File: src/rtl/l2_pmem_burst_adapter_pkg.sv
`default_nettype none
// +--------------------------------------------------------------------+
// | l2_pmem_adapter_types: shared state encoding and beat-count width   |
// | Rev 1.0                                                             |
// +--------------------------------------------------------------------+
package l2_pmem_adapter_types;

  localparam int unsigned NUM_BEATS = 4;
  localparam int unsigned CNT_W     = $clog2(NUM_BEATS);

  typedef enum logic [1:0] {
    IDLE  = 2'd0,
    READ  = 2'd1,
    WRITE = 2'd2,
    DONE  = 2'd3
  } adapter_state_t;

endpackage
`default_nettype wire

File: src/rtl/l2_pmem_burst_adapter_buffer.sv
`default_nettype none
// +--------------------------------------------------------------------+
// | burst_beat_buffer: read-line assembly, write-line beat select,      |
// | beat counter. Rev 1.0                                               |
// +--------------------------------------------------------------------+
module burst_beat_buffer
  import l2_pmem_adapter_types::*;
#(
  parameter int unsigned s_line = 256,
  parameter int unsigned s_beat = 64
) (
  input  logic              clk,
  input  logic              rst,
  input  logic              rbeat_we_i,
  input  logic [s_beat-1:0] rbeat_data_i,
  input  logic              wline_load_i,
  input  logic [s_line-1:0] wline_data_i,
  input  logic              cnt_inc_i,
  input  logic              cnt_clr_i,
  output logic [s_line-1:0] rline_o,
  output logic [s_beat-1:0] wbeat_o,
  output logic              last_o
);

  localparam int unsigned NB = s_line / s_beat;

  logic [s_line-1:0] rline_q;
  logic [s_line-1:0] wline_q;
  logic [CNT_W-1:0]  cnt_q;
  logic [CNT_W-1:0]  cnt_d;
  logic [s_beat-1:0] wbeats [NB];

  always_ff @(posedge clk or posedge rst) begin
    if (rst) begin
      rline_q <= '0;
      wline_q <= '0;
      cnt_q   <= '0;
    end else begin
      if (rbeat_we_i)
        rline_q[cnt_q*s_beat +: s_beat] <= rbeat_data_i;
      if (wline_load_i)
        wline_q <= wline_data_i;
      cnt_q <= cnt_d;
    end
  end

  // Counter wraps naturally to 0 after the last beat of a line.
  always_comb begin
    cnt_d = cnt_q;
    if (cnt_clr_i)
      cnt_d = '0;
    else if (cnt_inc_i)
      cnt_d = cnt_q + 1'b1;
  end

  for (genvar b = 0; b < NB; b++) begin : g_beat
    assign wbeats[b] = wline_q[b*s_beat +: s_beat];
  end

  assign wbeat_o = wbeats[cnt_q];
  assign rline_o = rline_q;
  assign last_o  = (cnt_q == CNT_W'(NB - 1));

endmodule
`default_nettype wire

File: src/rtl/l2_pmem_burst_adapter.sv
`default_nettype none
// +--------------------------------------------------------------------+
// | l2_pmem_burst_adapter: L2 line port to 4-beat 64-bit burst port     |
// | Rev 1.0                                                             |
// +--------------------------------------------------------------------+
module l2_pmem_burst_adapter
  import l2_pmem_adapter_types::*;
#(
  parameter int unsigned s_offset = 5,
  parameter int unsigned s_line   = 256,
  parameter int unsigned s_beat   = 64
) (
  input  logic              clk,
  input  logic              rst,
  input  logic [31:0]       line_address,
  output logic [s_line-1:0] line_rdata,
  input  logic [s_line-1:0] line_wdata,
  input  logic              line_read,
  input  logic              line_write,
  output logic              line_resp,
  output logic [31:0]       burst_address,
  input  logic [s_beat-1:0] burst_rdata,
  output logic [s_beat-1:0] burst_wdata,
  output logic              burst_read,
  output logic              burst_write,
  input  logic              burst_resp
);

  adapter_state_t state_q;
  adapter_state_t state_d;
  logic [31:0]    addr_q;
  logic [31:0]    addr_d;
  logic           rbeat_we;
  logic           wline_load;
  logic           cnt_inc;
  logic           cnt_clr;
  logic           last_beat;

  always_ff @(posedge clk or posedge rst) begin
    if (rst) begin
      state_q <= IDLE;
      addr_q  <= '0;
    end else begin
      state_q <= state_d;
      addr_q  <= addr_d;
    end
  end

  always_comb begin
    state_d     = state_q;
    addr_d      = addr_q;
    rbeat_we    = 1'b0;
    wline_load  = 1'b0;
    cnt_inc     = 1'b0;
    cnt_clr     = 1'b0;
    burst_read  = 1'b0;
    burst_write = 1'b0;
    line_resp   = 1'b0;
    case (state_q)
      IDLE: begin
        cnt_clr = 1'b1;
        // Write wins when both requests are presented together.
        if (line_write) begin
          addr_d     = {line_address[31:s_offset], {s_offset{1'b0}}};
          wline_load = 1'b1;
          state_d    = WRITE;
        end else if (line_read) begin
          addr_d  = {line_address[31:s_offset], {s_offset{1'b0}}};
          state_d = READ;
        end
      end
      READ: begin
        burst_read = 1'b1;
        if (burst_resp) begin
          rbeat_we = 1'b1;
          cnt_inc  = 1'b1;
          if (last_beat)
            state_d = DONE;
        end
      end
      WRITE: begin
        burst_write = 1'b1;
        if (burst_resp) begin
          cnt_inc = 1'b1;
          if (last_beat)
            state_d = DONE;
        end
      end
      DONE: begin
        line_resp = 1'b1;
        state_d   = IDLE;
      end
      default: state_d = IDLE;
    endcase
  end

  burst_beat_buffer #(
    .s_line (s_line),
    .s_beat (s_beat)
  ) u_buf (
    .clk          (clk),
    .rst          (rst),
    .rbeat_we_i   (rbeat_we),
    .rbeat_data_i (burst_rdata),
    .wline_load_i (wline_load),
    .wline_data_i (line_wdata),
    .cnt_inc_i    (cnt_inc),
    .cnt_clr_i    (cnt_clr),
    .rline_o      (line_rdata),
    .wbeat_o      (burst_wdata),
    .last_o       (last_beat)
  );

  assign burst_address = addr_q;

endmodule
`default_nettype wire
File: config.mk
export PLATFORM = sky130hd
export DESIGN_NAME = l2_pmem_burst_adapter
export DESIGN_NICKNAME = d
export VERILOG_FILES = /design/src/rtl/l2_pmem_burst_adapter_pkg.sv /design/src/rtl/l2_pmem_burst_adapter_buffer.sv /design/src/rtl/l2_pmem_burst_adapter.sv
export SDC_FILE = /design/constraint.sdc
export NUM_CORES = 1
export LEC_CHECK = 0
export ABC_AREA = 1
export BUFFER_PORTS_ARGS = -buffer_cell sky130_fd_sc_hd__buf_2
export CORE_AREA = 2 2 278 280
export CTS_CLUSTER_DIAMETER = 40
export DETAILED_ROUTE_END_ITERATION = 8
export DIE_AREA = 0 0 280 282
export GPL_TIMING_DRIVEN = 1
export SLEW_MARGIN = 25
export SYNTH_ARGS = -nofsm -noshare
export SYNTH_HDL_FRONTEND = slang
export SYNTH_SLANG_ARGS = --single-unit
File: constraint.sdc
create_clock -name clk -period 15.2 [get_ports clk]
set_input_delay 1.52 -clock clk [delete_from_list [all_inputs] [get_ports clk]]
set_output_delay 1.52 -clock clk [all_outputs]
set_load 0.02 [all_outputs]
# ---- Yosys cells after proc, flatten, opt, wreduce, memory -nomap -nowiden
# Cells that the tools add are included.
dict set report totals {
  reg_bits 548
  latch_bits 0
  mem_bits_rw 0
  mem_bits_ro 0
  in_bits 357
  out_inout_bits 355
  word_cells 46
  n_memories 0
}
dict set report op_classes {
  n_addsub 2
  multipliers 0
  div_mod_pow 0
  n_lt_le_gt_ge 1
  eq_ne 7
  shifts 2
  n_mux 22
  n_bitwise 1
  reduce_logical 6
}
# cell count
set op_table {}
lappend op_table {{$bwmux 256} 1}
lappend op_table {{$shift 64x34->256 const A} 1}
lappend op_table {{$shiftx 64x34->256} 1}
lappend op_table {{$bmux 64 s2} 1}
lappend op_table {{$mux 64} 2}
lappend op_table {{$mux 32} 2}
lappend op_table {{$neg 8->34} 1}
lappend op_table {{$mux 2} 6}
lappend op_table {{$mux 1} 9}
lappend op_table {{$eq 2x2->1 const B} 3}
lappend op_table {{$pmux 2 s3} 1}
lappend op_table {{$ne 2x1->1 const B} 2}
lappend op_table {{$reduce_bool 2->1} 2}
lappend op_table {{$ge 3x3->1 const B} 1}
lappend op_table {{$ne 3x3->1 const B} 1}
lappend op_table {{$not 2->3} 1}
lappend op_table {{$reduce_and 3->1} 1}
lappend op_table {{$add 2x1->2 const B} 1}
lappend op_table {{$eq 2x1->1 const B} 1}
lappend op_table {{$logic_not 2->1} 1}
lappend op_table {{$reduce_and 2->1} 1}
lappend op_table {{$reduce_or 2->1} 1}

# ---- Longest topological paths before layout
dict set report logic_depth {
  depth_word 5
  depth_mapped 11
  ltp_nobuf 7
}

# ---- Modules after synthesis
# A second synthesis with hierarchy kept.
dict set report hier_totals {
  hier_cells 3186
  area_unflattened_um2 24483.5
}
# mod n_inst cells_each area_each_um2 seq_area_each_um2
set modules_own_cells {}
lappend modules_own_cells {burst_beat_buffer 1 3032 23163.5 12862.3}
lappend modules_own_cells {l2_pmem_burst_adapter 1 154 1320.0 725.7}

# ---- Worst setup path after synthesis
# No wires, ideal clock.
dict set report synth_timing {
  kind {reg-to-output}
  startpoint {reg u_buf.cnt_q[0]}
  endpoint {out burst_wdata[10]}
  t_arrival_ns 1.255
  t_required_ns 13.680
  slack_ns 12.425
  stages_incl_launch_ff 7
  path_buffers 3
  cell_sequence {dfrtp_1 > buf_4 > inv_4 > buf_2 > buf_2 > o211ai_1 > nand2_1}
}
dict set report synth_between {
  elab_chain_len 4
}
# element line
set synth_rtl {}
lappend synth_rtl {{start: declaration} l2_pmem_burst_adapter_buffer.sv:29} ;# logic [CNT_W-1:0] cnt_q;
lappend synth_rtl {{start signal: assignment} l2_pmem_burst_adapter_buffer.sv:43} ;# cnt_q <= cnt_d;
lappend synth_rtl {{$not 2->3 (implied by the code)} l2_pmem_burst_adapter_buffer.sv:60} ;# assign wbeat_o = wbeats[cnt_q];
lappend synth_rtl {{$bmux 64 s2} l2_pmem_burst_adapter_buffer.sv:60}
lappend synth_rtl {{$mux 64 (implied by the code) (2 in series)} l2_pmem_burst_adapter_buffer.sv:60}
lappend synth_rtl {{end: declaration} l2_pmem_burst_adapter.sv:23} ;# output logic [s_beat-1:0] burst_wdata,
# No other way between the ends. The select of a mux whose other input is x is not followed.

# ---- Worst setup path in the final report
dict set report layout_timing {
  startpoint {reg u_buf.cnt_q[0]}
  endpoint {out burst_wdata[53]}
}
# Same word-level chain as after synthesis.

==> impl_metrics.ini <==
[run_status]
status = finished clean

[critical_path]
cp_top_family = buffers and inverters
critical_path_depth = 5
worst_r2r_path_depth = 6
timing.critical_path.from = u_buf.cnt_q[0]$_DFFE_PP0P_
path_max_fanout = 100
startpoint_class_of_the_critical_path = flop
reg2reg_setup_slack_ns = 11.70
timing.critical_path.required_ns = 13.68
launch_point_of_the_worst_reg_to_reg_path = state_q[0]$_DFFE_PP0P_
regToRegEndpoint = u_buf.wline_q[14]$_DFFE_PP0P_
worstSetupEndpoint = burst_wdata[53]
critical_path.max_stage_delay_ns = 0.79
critical_path.slowest_cell = buf_4
worstSetupPathType = flop to output port
crit_path_end_kind = output port
critical_path_arrival_ns = 3.45
cp.buffers_inverters = 3
path_cells = inv_8, buf_4, o21ai_0, nand2_1, buf_2

[global_route]
global_route.usage.total_pct = 21.26
grt_remaining_overflow = 0
grt_max_degree = 159
grt_first_pass_wirelength_um = 130100
grt_antenna_before_repair = 42
first_global_vias = 22050

[clock_network]
h-tree-depth = 3
cts_root_buf = clkbuf_16
cts.sink_count = 543
worstSkewPairLatency_ns = 0.63
max-clock-path-buffers = 3
tritoncts = done
post_cts.resized_instances = 0
worst_setup_hold_path_clk_slew_ns = 0.05
postCtsSetupRepairBufs = 0
cts_made_buffers = 95
cts_hold_repair.buffers = 0

[cells_and_area]
final-seq-area_mm2 = 0.01359
nFillCells = 7802
design.final.nets = 4099
postLayoutCellArea_mm2 = 0.03193
multi_input_area_mm2 = 0.008911
layout.cells.most_common_list = nand2_1, buf_2, dfrtp_1
final_common_cell = nand2_1
flow.area_growth_from_synthesis_pct = 30.16
post_route_cells_drive_above_1_share_pct = 23.94

[synthesis]
ys_warn_count = 0
avgSynthCellArea_um2 = 7.897
syn-cell-area_mm2 = 0.02453
ys_top_cells_by_area = dfrtp_1, nand2_1, nand3_1, nor2_1, inv_1
yosysUniqueCellTypes = 22
netlist.area_leader.share_pct = 55.38
synth_seq_cells = 543
synth_top_area_cell = dfrtp_1
gate_count_post_synth = 3107
synth.yosys.seq_area_share_pct = 55.38

[pwr]
internal-power_mw = 3.960
p_switching_mw = 2.623
pwrdens_mw_per_mm2 = 206.2
power.leakage_nw = 18.68
power.share.combinational_pct = 34.6
clk_pwr_share_pct = 33.7
irDropWorstVdd_v = 0.0001643
power_frac_seq_pct = 31.7
switching_share_pct = 39.84

[sta]
fin_skew_ns = 0.02802
final_hold_viol_count = 0
max_slew.worst_pin.slew_ns = 0.9889
grt_setup_unrepaired = no
setup_viol = 0
slew_headroom_pct = 34.07
period_needed_ns = 4.970
finalWorstSetupSlack_ns = 10.23
timing.final.crit_share_pct = 32.70
setup_tns_ns = 0
slew_violations = 0
max_freq_mhz = 201.2

[die]
die-height_um = 282
placeableCoreArea_mm2 = 0.07570
die-area_mm2 = 0.07896
die_x_um = 280
floorplan.initialDensity_pct = 32.41
io_pins = 712
rows = 101

[routing]
drt-pass1-iter-count = 6
drt-wirelength-per-cell_um = 17.83
drtAntennaViolNets = 0
postRouteWirelength_um = 85830
viasPerCell = 4.678
drcViolationCount = 0
vias = 22520
drt_first_iter_violations = 1473

[flow_run]
max-cap-violations = 0

[hold_path]
holdCritPathClass = flop to flop
min_delay_path_depth = 2

[placement]
port_buffers = 701
globalplace.congestion = 0.8223
detailedPlace.worstSlack_ns = 10.39
detailed_place_hpwl_um = 56440
placed_cell_area_mm2 = 0.02850
==> through the flow <==
| stage | total power [mW] | cells | utilization [%] | hold WS [ns] |
|---|---|---|---|---|
| CTS | 6.667 | 4788 | 42.10 | 0.4657 |
| floorplan | 3.636 | 3111 | - | 0.4366 |
| global placement | 4.362 | 4611 | 37.58 | 0.4476 |
| finish | 6.583 | 4814 | 42.19 | 0.4616 |
| global route | 7.018 | 4807 | 42.16 | 0.4808 |
| detailed placement | 4.408 | 4613 | 37.65 | 0.4530 |
==> cell families (layout without fill, tap and decap cells) <==
group	Yosys count	in the layout	share of synthesized area, %
AO/OA/AOI/OAI	246	246	5.962
adder cells (fa/ha/maj)	10	10	0.5100
buffers and inverters	462	1161	8.583
flip-flops	543	543	55.38
other	1	31	0.01528
AND/OR/NAND/NOR	1845	1845	29.55
==> synth_stat cells <==
cell and count:
a21oi_1 89, o21ai_1 3, o21ai_0 65, buf_4 38, buf_6 13, nor2_2 1, nand2_1 1303, inv_1 252
ha_1 10, nor2_4 3, dfrtp_1 543, buf_1 1, nand2_2 1, nand3_1 237, o21ai_4 1, buf_2 103
o211ai_1 88, clkbuf_1 51, nor2_1 300, conb_1 1, inv_4 1, inv_2 3
==> metal layers <==
layer | GRT usage [%] | part of all wire [%] | vias up
met1 | 25.84 | 40 | 10630
met4 | 9.379 | 3.6 | 38
met2 | 34.74 | 47 | 776
met5 | 0 | 0.24 | -
li1 | - | - | 10890
met3 | 6.588 | 8.7 | 189
==> power groups by stage <==
| stage | Combinational (mW) | Clock (mW) | Sequential (mW) |
|---|---|---|---|
| floorplan | 1.46 | 0 | 2.18 |
| global placement | 2.27 | 0 | 2.09 |
| detailed placement | 2.31 | 0 | 2.10 |
| CTS | 2.32 | 2.27 | 2.08 |
| global route | 2.55 | 2.34 | 2.13 |
| finish | 2.28 | 2.22 | 2.09 |
==> state kept, by name, indices dropped and copies added (netlist names) <==
register / flops
u_buf.rline_o: 256
u_buf.wline_q: 256
state_q: 2
burst_address: 27
u_buf.cnt_q: 2
==> final cells by class <==
type,count,area share (%)
Inverter,256,3.052
Timing Repair Buffer,730,11.90
Clock buffer,119,8.134
Sequential cell,543,42.56
Antenna cell,26,0.2037
Tap cell,978,3.832
Clock inverter,56,2.410
Multi-Input combinational cell,2106,27.90
==> tightest hold or removal path: stages, from the launching register on <==
cell and delay, ns:
dfrtp_1 0.33, nand2_1 0.05, nand2_1 0.04
==> worst min path at each step <==
stage	start	endpoint
finish	u_buf.wline_q[234]$_DFFE_PP0P_	u_buf.wline_q[234]$_DFFE_PP0P_
global route	u_buf.wline_q[99]$_DFFE_PP0P_	u_buf.wline_q[99]$_DFFE_PP0P_
CTS	u_buf.wline_q[236]$_DFFE_PP0P_	u_buf.wline_q[236]$_DFFE_PP0P_
detailed placement	u_buf.wline_q[236]$_DFFE_PP0P_	u_buf.wline_q[236]$_DFFE_PP0P_
global placement	u_buf.wline_q[227]$_DFFE_PP0P_	u_buf.wline_q[227]$_DFFE_PP0P_
floorplan	u_buf.wline_q[207]$_DFFE_PP0P_	u_buf.wline_q[207]$_DFFE_PP0P_
No activity file was read; power rests on OpenSTA's default activity.
